[config.mk]
export PLATFORM = sky130hd
export DESIGN_NAME = adder_pipe_nbit_flat
export DESIGN_NICKNAME = d
export VERILOG_FILES = /design/src/rtl/adder_pipe_nbit_if.sv /design/src/rtl/adder_pipe_nbit.sv /design/src/flat_wrapper.sv
export SDC_FILE = /design/constraint.sdc
export NUM_CORES = 1
export LEC_CHECK = 0
export ABC_AREA = 1
export CORE_ASPECT_RATIO = 1.5
export CORE_MARGIN = 10
export CORE_UTILIZATION = 50
export CTS_CLUSTER_DIAMETER = 40
export CTS_CLUSTER_SIZE = 20
export DETAILED_ROUTE_END_ITERATION = 8
export GPL_TIMING_DRIVEN = 0
export PLACE_DENSITY = 0.74
export REMOVE_ABC_BUFFERS = 1
export SLEW_MARGIN = 10
export SYNTH_ARGS = -nofsm -noshare
export SYNTH_HDL_FRONTEND = slang
export SYNTH_SLANG_ARGS = --single-unit
[constraint.sdc]
create_clock -name clk -period 3.9 [get_ports clk]
set_clock_uncertainty 0.05 [all_clocks]
set_input_delay 1.17 -clock clk [delete_from_list [all_inputs] [get_ports clk]]
set_output_delay 1.17 -clock clk [all_outputs]
set_load 0.05 [all_outputs]
[src/rtl/adder_pipe_nbit_if.sv]
// Handshake bundle for adder_pipe_nbit: operands and carry-in with
// in_valid/in_ready on the producer side, and the sum and carry-out with
// out_valid/out_ready on the consumer side.
// The adder uses the slave modport; an operand source or result sink
// uses the master modport.
interface adder_pipe_nbit_if #(
   parameter int WIDTH = 16
) ();
   logic [WIDTH-1:0] A;
   logic [WIDTH-1:0] B;
   logic             Cin;
   logic             in_valid;
   logic             in_ready;
   logic [WIDTH-1:0] Sum;
   logic             Cout;
   logic             out_valid;
   logic             out_ready;

   modport master (
      output A, B, Cin, in_valid, out_ready,
      input  in_ready, Sum, Cout, out_valid
   );

   modport slave (
      input  A, B, Cin, in_valid, out_ready,
      output in_ready, Sum, Cout, out_valid
   );
endinterface

[src/rtl/adder_pipe_nbit.sv]
// adder_pipe_nbit: pipelined WIDTH-bit unsigned adder with carry-in.
// The carry chain is cut into STAGES chunks of WIDTH/STAGES bits, one
// chunk per registered stage. Each stage carries the whole operand words
// (skew) and the partially built sum (de-skew), so all sum bits leave the
// last stage together. A single advance enable moves or freezes the whole
// pipe: en = !out_valid || out_ready, and in_ready = en.
// Optional build macro ADDER_PIPE_SAT_EN: on overflow the last stage forces
// Sum to all-ones, while Cout still reports the overflow.
module adder_pipe_nbit #(
   parameter int WIDTH  = 16,
   parameter int STAGES = 4
) (
   input  logic               clk,
   input  logic               rst_n,
   adder_pipe_nbit_if.slave   bus
);
   localparam int CHUNK = WIDTH / STAGES;

   // One chunk of ripple addition; the MSB of the result is the chunk carry.
   function automatic logic [CHUNK:0] chunk_add(
      input logic [CHUNK-1:0] a,
      input logic [CHUNK-1:0] b,
      input logic             ci
   );
      return {1'b0, a} + {1'b0, b} + {{CHUNK{1'b0}}, ci};
   endfunction

   // Stage registers. Index s holds the state after stage s+1 has added
   // chunk s. Operand words travel whole, and later stages read their own
   // chunk from them.
   logic [WIDTH-1:0] a_r     [STAGES];
   logic [WIDTH-1:0] b_r     [STAGES];
   logic [WIDTH-1:0] sum_r   [STAGES];
   logic             carry_r [STAGES];
   logic             valid_r [STAGES];

   logic [WIDTH-1:0] a_nxt_s     [STAGES];
   logic [WIDTH-1:0] b_nxt_s     [STAGES];
   logic [WIDTH-1:0] sum_nxt_s   [STAGES];
   logic             carry_nxt_s [STAGES];
   logic             valid_nxt_s [STAGES];
   logic [CHUNK:0]   part_s      [STAGES];

   logic [WIDTH-1:0] last_sum_s;
   logic             en_s;

   // The pipe moves only when the output register is empty or is being drained.
   assign en_s         = !valid_r[STAGES-1] || bus.out_ready;
   assign bus.in_ready = en_s;
   assign bus.Sum       = sum_r[STAGES-1];
   assign bus.Cout      = carry_r[STAGES-1];
   assign bus.out_valid = valid_r[STAGES-1];

   // Next-state of every stage: add this stage's chunk, shift everything else along.
   always_comb begin
      for (int s = 0; s < STAGES; s++) begin
         a_nxt_s[s]     = {WIDTH{1'b0}};
         b_nxt_s[s]     = {WIDTH{1'b0}};
         sum_nxt_s[s]   = {WIDTH{1'b0}};
         carry_nxt_s[s] = 1'b0;
         valid_nxt_s[s] = 1'b0;
         part_s[s]      = {(CHUNK+1){1'b0}};
      end

      // Stage 1 takes the incoming word and Cin directly.
      part_s[0]                 = chunk_add(bus.A[CHUNK-1:0], bus.B[CHUNK-1:0], bus.Cin);
      a_nxt_s[0]                = bus.A;
      b_nxt_s[0]                = bus.B;
      sum_nxt_s[0][CHUNK-1:0]   = part_s[0][CHUNK-1:0];
      carry_nxt_s[0]            = part_s[0][CHUNK];
      valid_nxt_s[0]            = bus.in_valid;

      // Later stages take the previous stage's operands, partial sum and carry.
      for (int s = 1; s < STAGES; s++) begin
         part_s[s]      = chunk_add(a_r[s-1][s*CHUNK +: CHUNK],
                                    b_r[s-1][s*CHUNK +: CHUNK],
                                    carry_r[s-1]);
         a_nxt_s[s]     = a_r[s-1];
         b_nxt_s[s]     = b_r[s-1];
         sum_nxt_s[s]   = sum_r[s-1];
         sum_nxt_s[s][s*CHUNK +: CHUNK] = part_s[s][CHUNK-1:0];
         carry_nxt_s[s] = part_s[s][CHUNK];
         valid_nxt_s[s] = valid_r[s-1];
      end
   end

`ifdef ADDER_PIPE_SAT_EN
   // On overflow, clamp the finished sum to all-ones before it enters the output register.
   assign last_sum_s = carry_nxt_s[STAGES-1] ? {WIDTH{1'b1}} : sum_nxt_s[STAGES-1];
`else
   // Wrapping build: the finished sum passes straight into the output register.
   assign last_sum_s = sum_nxt_s[STAGES-1];
`endif

   // Stage registers: clear on reset, advance all together on en, otherwise hold.
   always_ff @(posedge clk or negedge rst_n) begin
      if (!rst_n) begin
         for (int s = 0; s < STAGES; s++) begin
            a_r[s]     <= {WIDTH{1'b0}};
            b_r[s]     <= {WIDTH{1'b0}};
            sum_r[s]   <= {WIDTH{1'b0}};
            carry_r[s] <= 1'b0;
            valid_r[s] <= 1'b0;
         end
      end else if (en_s) begin
         for (int s = 0; s < STAGES; s++) begin
            a_r[s]     <= a_nxt_s[s];
            b_r[s]     <= b_nxt_s[s];
            sum_r[s]   <= sum_nxt_s[s];
            carry_r[s] <= carry_nxt_s[s];
            valid_r[s] <= valid_nxt_s[s];
         end
         sum_r[STAGES-1] <= last_sum_s;
      end
   end
endmodule

[src/flat_wrapper.sv]
// flat-port wrapper written by rule: the top's interface ports become plain ports
module adder_pipe_nbit_flat 
#(
   parameter int WIDTH  = 16,
   parameter int STAGES = 4
)
  (clk, rst_n, bus_A, bus_B, bus_Cin, bus_in_valid, bus_out_ready, bus_in_ready, bus_Sum, bus_Cout, bus_out_valid);
  adder_pipe_nbit_if #(.WIDTH(WIDTH)) bus_i ();
  input  logic clk;
  input  logic rst_n;
  input wire logic [$bits(bus_i.A)-1:0] bus_A;
  input wire logic [$bits(bus_i.B)-1:0] bus_B;
  input wire logic [$bits(bus_i.Cin)-1:0] bus_Cin;
  input wire logic [$bits(bus_i.in_valid)-1:0] bus_in_valid;
  input wire logic [$bits(bus_i.out_ready)-1:0] bus_out_ready;
  output wire logic [$bits(bus_i.in_ready)-1:0] bus_in_ready;
  output wire logic [$bits(bus_i.Sum)-1:0] bus_Sum;
  output wire logic [$bits(bus_i.Cout)-1:0] bus_Cout;
  output wire logic [$bits(bus_i.out_valid)-1:0] bus_out_valid;
  assign bus_i.A = bus_A;
  assign bus_i.B = bus_B;
  assign bus_i.Cin = bus_Cin;
  assign bus_i.in_valid = bus_in_valid;
  assign bus_i.out_ready = bus_out_ready;
  assign bus_in_ready = bus_i.in_ready;
  assign bus_Sum = bus_i.Sum;
  assign bus_Cout = bus_i.Cout;
  assign bus_out_valid = bus_i.out_valid;
  adder_pipe_nbit #(.WIDTH(WIDTH), .STAGES(STAGES)) u_core (.clk(clk), .rst_n(rst_n), .bus(bus_i));
endmodule
==> impl_metrics.py, run 1 <==
metrics = {
    "synthesis": {
        "synthFlopType": "dfrtp_1",
        "yosysMostFrequentCell": "nand2_1",
        "synth_area_leaders": "dfrtp_1 (57%), nand2_1 (19%), o21ai_0 (5.1%)",
        "ys_ff_latch": 96,
        "synth_enable_flop_cells": 0,
        "yosys.area_share.simple": 0.223,
        "synth_top_area_cell": "dfrtp_1",
        "synthMuxAreaShare": 0,
        "synthAdderAreaFrac": 0.0738,
        "synth_compound_area_frac": 0.0625,
        "yosys_warnings": 0,
        "yosysUniqueCellTypes": 17,
        "avgSynthCellArea_sq_um": 8.87,
        "yosysTopAreaCellShare": 0.571,
        "synthCells": 474,
        "synth_area_sq_mm": 0.00421,
        "synthTopCellsByCount": "nand2_1 (211), dfrtp_1 (96), inv_1 (43), o21ai_0 (43), nand3_1 (16)",
        "ys_seq_area_frac": 0.571,
        "synth_xor_xnor_area_share": 0,
        "ys_async_sr_fraction": 1.00,
        "synth_top_family_by_area": "simple AND/OR/NAND/NOR gates",
    },
    "drt": {
        "first_pass_iters": 4,
        "routed_wl_um": 8240,
        "wl_per_cell_um": 13.0,
        "ant_nets": 0,
        "via_count": 3136,
        "via_per_inst": 4.94,
        "drtIter0Drc": 142,
        "post-route-drc-count": 0,
    },
    "run_status": {
        "status": "completed",
    },
    "cells_and_area": {
        "register_area_sq_mm": 0.00240,
        "fill_cells": 737,
        "drive_gt1_frac": 0.0453,
        "multi_input_area_sq_mm": 0.00152,
        "fin_nets": 582,
        "area_growth_pct": 21.6,
        "instances_no_fill": 635,
        "insertedDiodeCount": 0,
        "post-route-util": 0.631,
    },
    "cts": {
        "clockRootBuffer": "clkbuf_16",
        "cts_tree": "built",
        "cts_buffers": 9,
        "cts.sinks": 96,
        "cts_max_level": 3,
        "clk_path_buf_depth": 2,
        "path_clk_slew_ps": 60,
        "clk_latency_ps": 330,
    },
    "critical_path": {
        "required_ps": 2680,
        "critPathCaptureType": "primary output",
        "cp_data_arrival_time_ps": 2560,
        "start_kind": "input port",
        "slowest_delay_ps": 510,
        "crit_type": "in2out",
        "path_cells": "clkdlybuf4s50_1 > nor2_4 > buf_16 > inv_16 > buf_4",
        "worstPathMaxFanout": 83,
        "critPathSlowestCell": "clkdlybuf4s50_1",
    },
    "placement": {
        "gp_congestion": 0.822,
        "portBuffers": 55,
        "place_ws_ps": -1240,
        "post-dp-hpwl_um": 5460,
        "dp_cells": 618,
    },
    "global_routing": {
        "grt_max_degree": 53,
        "grt.overflow.total": 0,
        "antenna_found_initial": 0,
        "grt_first_pass_wirelength_um": 14400,
        "grt_pass1_vias": 3114,
        "track_usage": 0.142,
    },
    "timing": {
        "relSlewSlack": 0.606,
        "final.min_clock_period_ps": 3780,
        "finalHoldViolCount": 0,
        "max_freq_mhz": 265,
        "rsz0062_at_grt": "false",
        "tightestPinTransition_ps": 591,
        "worst_slack_ps": 124,
        "fin_crit_sh": 0.968,
        "finalMaxSlewViolations": 0,
        "timing.hold.ws_ps": 415,
        "setup_viol": 0,
    },
    "power_and_ir_drop": {
        "ir_worst_vdd_v": 0.000451,
        "p_per_area_mw_per_mm2": 812,
        "power_leakage_nw": 2.61,
    },
    "run": {
        "maxCapViolCount": 0,
    },
    "die": {
        "die_area_sq_mm": 0.0126,
        "fp.dieH_um": 132,
        "die_x_um": 94.9,
        "core_sq_mm": 0.00811,
        "initial_utilization": 0.519,
        "ios": 56,
        "num_rows": 40,
    },
    "worst_hold_path": {
        "hold_path.class": "reg2reg",
    },
}
## cell usage in the layout (no fill, tap or decap)
| cell type | n |
|---|---|
| nand2_1 | 211 |
| dfrtp_1 | 96 |
| clkdlybuf4s50_1 | 53 |
| inv_1 | 43 |
| o21ai_0 | 43 |
| nand3_1 | 16 |
| nor2_1 | 13 |
| ha_1 | 12 |
| clkbuf_16 | 9 |
| a21oi_1 | 8 |
| fa_1 | 8 |
| clkinv_2 | 4 |
| buf_4 | 3 |
| clkbuf_1 | 2 |
| buf_16 | 2 |
| nor2_4 | 1 |
| inv_16 | 1 |
| o31ai_1 | 1 |
| or2_2 | 1 |
| clkbuf_8 | 1 |
| nor2_2 | 1 |
| inv_6 | 1 |
## state kept, by name, indices dropped and copies added, names as in the netlist
signal,flops
u_core.bus.Sum,16
u_core.last_sum_s,12
u_core.sum_nxt_s,12
u_core.b_nxt_s,24
u_core.carry_r,3
u_core.bus.Cout,1
u_core.bus.out_valid,1
u_core.valid_nxt_s,3
u_core.a_nxt_s,24
## metrics by stage
stage	area, sq um	power (W)	setup TNS (ps)
after global routing	5120	0.00452	0
after CTS	5140	0.00423	0
after detailed placement	4870	0.00340	-1240
after floorplan	4080	0.00282	-364
final	5120	0.00416	0
after global placement	4760	0.00327	-249770
## worst max-delay path, delay by kind of cell
kind | cells | cell delay, ps
simple gates | 1 | 170
buf+inv | 4 | 1160
## kinds of logic (layout without fill, tap and decap cells)
logic type	Yosys count	count (layout)
DFF	96	96
adders and majority gates	20	20
buffers and inverters	64	119
and+or+nand+nor	242	243
AOI/OAI and AO/OA	52	52
## power breakdown
part / total [W] / leakage, nW / switching [W] / internal, W
registers: 0.00165 / 1.16 / 0.000221 / 0.00143
logic: 0.00172 / 1.32 / 0.00111 / 0.000612
clock network: 0.000788 / 0.136 / 0.000342 / 0.000445
total: 0.00416 / 2.61 / 0.00167 / 0.00249
## timing repair
| item | 4_1_cts | 5_1_grt |
|---|---|---|
| gates resized for setup | 10 | 0 |
| cloned | 2 | 0 |
| hold buffers | 0 | 0 |
| buffers inserted | 1 | 0 |
| setup endpoints to repair | 1 | 1 |
| pin swaps | 1 | 0 |
## worst paths after layout
path	start	endpoint	slack, ps	cells after the start
worst max-delay path	bus_out_ready	bus_in_ready	120	5
worst min-delay path	u_core.sum_nxt_s[23]	u_core.last_sum_s[7]	420	2
worst max register to register	u_core.b_nxt_s[24]	u_core.carry_r[1]	2050	6
worst min register to register	u_core.sum_nxt_s[23]	u_core.last_sum_s[7]	420	2
max in group asynchronous	rst_n	u_core.b_nxt_s[27]	2380	2
min in group asynchronous	rst_n	u_core.sum_nxt_s[19]	790	1
## layout make-up
class	count	area share
Sequential cell	96	0.470
Inverter	44	0.0355
Timing Repair inverter	1	0.00171
Clock inverter	4	0.00391
Multi-Input combinational cell	315	0.297
Timing Repair Buffer	58	0.119
Tap cell	105	0.0257
Clock buffer	12	0.0482
## metal layers
metal	wire length, um	track usage	vias to the layer above	share of wire
met5	0	0	-	0
met4	161	0.0634	0	0.020
met3	305	0.0342	13	0.037
met2	4310	0.238	49	0.52
met1	3470	0.166	1514	0.42
li1	-	-	1560	-
Note: power is estimated with default switching activity, not from simulation.
==> run 2, diff against run 1 <==
--- a/config.mk
+++ b/config.mk
@@ -8,12 +8,12 @@
 export ABC_AREA = 1
 export CORE_ASPECT_RATIO = 1.5
 export CORE_MARGIN = 10
-export CORE_UTILIZATION = 50
+export CORE_UTILIZATION = 49
 export CTS_CLUSTER_DIAMETER = 40
 export CTS_CLUSTER_SIZE = 20
 export DETAILED_ROUTE_END_ITERATION = 8
 export GPL_TIMING_DRIVEN = 0
-export PLACE_DENSITY = 0.74
+export PLACE_DENSITY = 0.75
 export REMOVE_ABC_BUFFERS = 1
 export SLEW_MARGIN = 10
 export SYNTH_ARGS = -nofsm -noshare
==> constraint.sdc (replaced) <==
create_clock -name clk -period 3.1 [get_ports clk]
set_clock_uncertainty 0.05 [all_clocks]
set_input_delay 0.93 -clock clk [delete_from_list [all_inputs] [get_ports clk]]
set_output_delay 0.93 -clock clk [all_outputs]
set_load 0.05 [all_outputs]
==> impl_metrics.py, run 2 (synthesis results as in run 1) <==
metrics = {
    "run_status": {
        "status": "completed",
    },
    "cells_and_area": {
        "instances_no_fill": 640,
        "most-common-layout-cells": "nand2_1 (211), dfrtp_1 (96), clkdlybuf4s50_1 (52), inv_1 (43), o21ai_0 (43)",
        "fin_nets": 585,
        "final_common_cell": "nand2_1",
        "drive_gt1_frac": 0.0432,
        "register_area_sq_mm": 0.00240,
        "insertedDiodeCount": 0,
        "area_growth_pct": 23.1,
        "design_area_sq_mm": 0.00518,
        "post-route-util": 0.616,
        "multi_input_area_sq_mm": 0.00152,
        "fill_cells": 737,
    },
    "timing": {
        "setup_viol": 0,
        "rsz0062_at_grt": "false",
        "worst_slack_ps": 388,
        "max_freq_mhz": 369,
        "relSlewSlack": 0.499,
        "finalHoldViolCount": 0,
        "finalMaxSlewViolations": 0,
        "final.min_clock_period_ps": 2710,
        "fin_tns_setup_ps": 0,
        "fin_crit_sh": 0.875,
        "tightestPinTransition_ps": 750,
    },
    "power_and_ir_drop": {
        "p_per_area_mw_per_mm2": 1020,
        "ir_worst_vdd_v": 0.000442,
        "power_leakage_nw": 2.64,
    },
    "die": {
        "die_area_sq_mm": 0.0128,
        "fp.dieH_um": 133,
        "core_sq_mm": 0.00841,
        "num_rows": 41,
        "ios": 56,
        "initial_utilization": 0.500,
        "die_x_um": 95.7,
    },
    "global_routing": {
        "grt_pass1_vias": 3333,
        "antenna_found_initial": 0,
        "global_route.usage.met3": 0.0309,
        "grt.overflow.total": 0,
        "grt-busiest-layer": "met2",
        "globalRouteMet2Util": 0.253,
        "grt_first_pass_wirelength_um": 14900,
        "track_usage": 0.145,
        "met1_usage": 0.165,
        "grt_max_degree": 61,
    },
    "cts": {
        "cts.sinks": 96,
        "clk_path_buf_depth": 2,
        "postCtsHoldBufs": 0,
        "clockRootBuffer": "clkbuf_16",
        "cts_tree": "built",
        "cts_buffers": 9,
        "clk_latency_ps": 330,
        "cts_max_level": 3,
        "path_clk_slew_ps": 60,
    },
    "critical_path": {
        "start_kind": "input port",
        "r2r_slack_ps": 1220,
        "path_cells": "dlymetal6s2s_1 > nor2_4 > buf_12 > inv_16 > buf_6",
        "r2r-start": "u_core.b_nxt_s[24]",
        "critPathCaptureType": "primary output",
        "critPathBufInv": 4,
        "cp_data_arrival_time_ps": 1730,
        "worstReg2RegEnd": "u_core.carry_r[1]",
        "path_depth": 5,
        "required_ps": 2120,
        "worstPathMaxFanout": 46,
        "slowest_delay_ps": 190,
        "reg2reg_depth": 6,
        "critPathSlowestCell": "dlymetal6s2s_1",
        "crit_type": "in2out",
        "cp_top_family": "buffers and inverters",
    },
    "placement": {
        "post-dp-hpwl_um": 5440,
        "portBuffers": 55,
        "dp_cells": 619,
        "place_ws_ps": -1390,
        "dpl-instance-area_sq_mm": 0.00484,
        "gp_congestion": 0.848,
    },
    "drt": {
        "via_per_inst": 4.95,
        "drtIter0Drc": 146,
        "via_count": 3165,
        "first_pass_iters": 4,
        "ant_nets": 0,
        "post-route-drc-count": 0,
        "wl_per_cell_um": 13.4,
        "routed_wl_um": 8590,
    },
    "run": {
        "maxCapViolCount": 0,
    },
    "worst_hold_path": {
        "hold_path.class": "reg2reg",
        "hold_start": "u_core.b_nxt_s[42]",
        "hold-path-endpoint": "u_core.b_nxt_s[26]",
        "hold_depth": 2,
    },
}
run 2: power by group:
group | leakage, nW | total (W) | internal (W) | switching [W]
combinational | 1.36 | 0.00223 | 0.000820 | 0.00141
clock | 0.125 | 0.000981 | 0.000568 | 0.000414
sequential | 1.16 | 0.00209 | 0.00180 | 0.000289
run 2: tightest hold or removal path: stages (launching register included):
cell and delay (ps):
dfrtp_1 340, nand2_1 50, nand2_1 40
run 2: repair_timing:
item,CTS,global route
gates resized for setup,11,1
cloned,3,0
setup buffers,2,0
setup endpoints to repair,1,1
pin swaps,1,0
run 2: per-layer routing:
metal,vias up,routed length (um),share of wire
met3,9,354,0.041
met1,1527,3570,0.42
met2,60,4520,0.53
met5,-,0,0
li1,1569,-,-
met4,0,135,0.016
run 2: area by class of cell:
type	instances	area share
multi-input combinational	315	0.293
tap	107	0.0258
sequential	96	0.464
timing repair inverter	1	0.00169
inverter	44	0.0350
timing repair buffer	61	0.130
clock buffer	16	0.0505
run 2: worst max-delay path by stage:
| stage | slack [ps] | end | from |
|---|---|---|---|
| CTS | 8 | bus_in_ready | bus_out_ready |
| floorplan | -680 | bus_in_ready | bus_out_ready |
| global placement | -2980 | bus_in_ready | bus_out_ready |
| finish | 390 | bus_in_ready | bus_out_ready |
| detailed placement | -1390 | bus_in_ready | bus_out_ready |
| global route | 340 | bus_in_ready | bus_out_ready |
run 2: stage by stage:
stage | hold WS [ps] | power [W]
after global routing | 446 | 0.00573
after detailed placement | 404 | 0.00426
after CTS | 420 | 0.00536
after floorplan | 390 | 0.00355
final | 416 | 0.00530
after global placement | 398 | 0.00412
==> run 3, diff against run 2 <==
--- a/config.mk
+++ b/config.mk
@@ -6,6 +6,7 @@
 export NUM_CORES = 1
 export LEC_CHECK = 0
 export ABC_AREA = 1
+export CAP_MARGIN = 30
 export CORE_ASPECT_RATIO = 1.5
 export CORE_MARGIN = 10
 export CORE_UTILIZATION = 49
@@ -13,7 +14,7 @@
 export CTS_CLUSTER_SIZE = 20
 export DETAILED_ROUTE_END_ITERATION = 8
 export GPL_TIMING_DRIVEN = 0
-export PLACE_DENSITY = 0.75
+export PLACE_DENSITY = 0.72
 export REMOVE_ABC_BUFFERS = 1
 export SLEW_MARGIN = 10
 export SYNTH_ARGS = -nofsm -noshare
==> impl_metrics.py, run 3 (synthesis results as in run 1) <==
metrics = {
    "worst_hold_path": {
        "hold_start": "u_core.sum_nxt_s[34]",
        "hold_path.class": "reg2reg",
        "hold_depth": 2,
        "hold-path-endpoint": "u_core.sum_nxt_s[18]",
    },
    "run": {
        "maxCapViolCount": 0,
    },
    "cells_and_area": {
        "area_growth_pct": 23.0,
        "fin_nets": 585,
        "instances_no_fill": 640,
        "design_area_sq_mm": 0.00517,
        "post-route-util": 0.615,
        "drive_gt1_frac": 0.0432,
        "insertedDiodeCount": 0,
        "final_common_cell": "nand2_1",
        "most-common-layout-cells": "nand2_1 (211), dfrtp_1 (96), clkdlybuf4s50_1 (52), inv_1 (43), o21ai_0 (43)",
    },
    "global_routing": {
        "grt_first_pass_wirelength_um": 14400,
        "grt.overflow.total": 0,
        "grt_pass1_vias": 3175,
        "track_usage": 0.142,
        "antenna_found_initial": 0,
        "grt_max_degree": 61,
    },
    "timing": {
        "max_freq_mhz": 348,
        "worst_slack_ps": 223,
        "tightestPinTransition_ps": 690,
        "rsz0062_at_grt": "false",
        "relSlewSlack": 0.540,
        "final.min_clock_period_ps": 2880,
        "timing.hold.ws_ps": 421,
        "finalMaxSlewViolations": 0,
        "finalHoldViolCount": 0,
        "setup_viol": 0,
        "fin_crit_sh": 0.928,
    },
    "critical_path": {
        "start_kind": "input port",
        "reg2reg_depth": 6,
        "cp_top_family": "buffers and inverters",
        "r2r-start": "u_core.b_nxt_s[24]",
        "path_cells": "dlygate4sd2_1 > nor2_4 > buf_12 > inv_16 > buf_4",
        "required_ps": 2120,
        "critPathSlowestCell": "dlygate4sd2_1",
        "worstReg2RegEnd": "u_core.carry_r[1]",
        "slowest_delay_ps": 330,
        "crit_type": "in2out",
        "worstPathMaxFanout": 46,
        "r2r_slack_ps": 1250,
        "critPathBufInv": 4,
        "critPathCaptureType": "primary output",
        "cp_data_arrival_time_ps": 1900,
    },
    "power_and_ir_drop": {
        "p_int_w": 0.00318,
        "ir_worst_vdd_v": 0.000534,
        "power.share.sequential": 0.393,
        "combPwrFrac": 0.420,
        "clkPwrFrac": 0.186,
        "power.switching_w": 0.00210,
        "swShare": 0.397,
        "power_leakage_nw": 2.64,
        "p_per_area_mw_per_mm2": 1020,
    },
    "die": {
        "ios": 56,
        "core_sq_mm": 0.00841,
        "die_x_um": 95.7,
        "num_rows": 41,
        "die_area_sq_mm": 0.0128,
        "initial_utilization": 0.500,
        "fp.dieH_um": 133,
    },
    "drt": {
        "first_pass_iters": 6,
        "post-route-drc-count": 0,
        "ant_nets": 0,
        "wl_per_cell_um": 13.0,
        "via_per_inst": 4.83,
        "drtIter0Drc": 120,
        "via_count": 3091,
        "routed_wl_um": 8300,
    },
    "cts": {
        "cts_max_level": 3,
        "cts_tree": "built",
        "cts.sinks": 96,
        "cts_buffers": 9,
        "path_clk_slew_ps": 60,
        "clk_path_buf_depth": 2,
        "clk_latency_ps": 330,
        "clockRootBuffer": "clkbuf_16",
    },
    "placement": {
        "gp_congestion": 0.847,
        "dpl-instance-area_sq_mm": 0.00484,
        "post-dp-hpwl_um": 5220,
        "dp_cells": 619,
        "portBuffers": 55,
        "place_ws_ps": -1300,
    },
    "run_status": {
        "status": "completed",
    },
}
[run 3: changes by cell type in the layout (fill, tap and decap cells not counted), sizes merged]
cell,change
dlygate4sd2,+1
dlymetal6s2s,-1
[run 3: power groups by stage]
stage	logic, W	registers, W	clock network, W
floorplan	0.00110	0.00245	0
global placement	0.00204	0.00208	0
detailed placement	0.00215	0.00210	0
CTS	0.00225	0.00208	0.00101
global route	0.00250	0.00214	0.00106
finish	0.00222	0.00208	0.000985
[run 3: worst max-delay path by stage]
stage                        startpoint            to  slack, ps  cells after the start
after floorplan           bus_out_ready  bus_in_ready       -680                      2
after global placement    bus_out_ready  bus_in_ready      -3000                      4
after detailed placement  bus_out_ready  bus_in_ready      -1300                      5
after CTS                 bus_out_ready  bus_in_ready        220                      5
after global routing      bus_out_ready  bus_in_ready        180                      5
final                     bus_out_ready  bus_in_ready        220                      5
[run 3: stage by stage]
step | TNS (ps) | total power [W]
floorplan | -11900 | 0.00355
global placement | -354700 | 0.00412
detailed placement | -1300 | 0.00425
CTS | 0 | 0.00535
global route | 0 | 0.00571
finish | 0 | 0.00528
[run 3: layer usage]
metal	vias up	wire length [um]	track usage
met3	8	359	0.0281
met5	-	0	0
met2	58	4260	0.233
met4	0	120	0.0683
met1	1452	3560	0.170
li1	1573	-	-
[run 3: timing repair]
action / in CTS / in global routing
hold buffers: 0 / 0
setup endpoints to repair: 1 / 0
gates resized for setup: 11 / 0
buffers inserted: 2 / 0
[run 3: final cells by class]
class / instances / area (sq um)
clock buffer: 16 / 262
fill: 745 / 3240
inverter: 44 / 181
multi-input combinational: 315 / 1520
sequential: 96 / 2400
tap: 107 / 134
timing repair buffer: 61 / 667
timing repair inverter: 1 / 8.76
[run 3: tightest hold or removal path: stages, from the launching register on]
cell and delay [ps]:
dfrtp_1 340, nand2_1 60, nand2_1 50
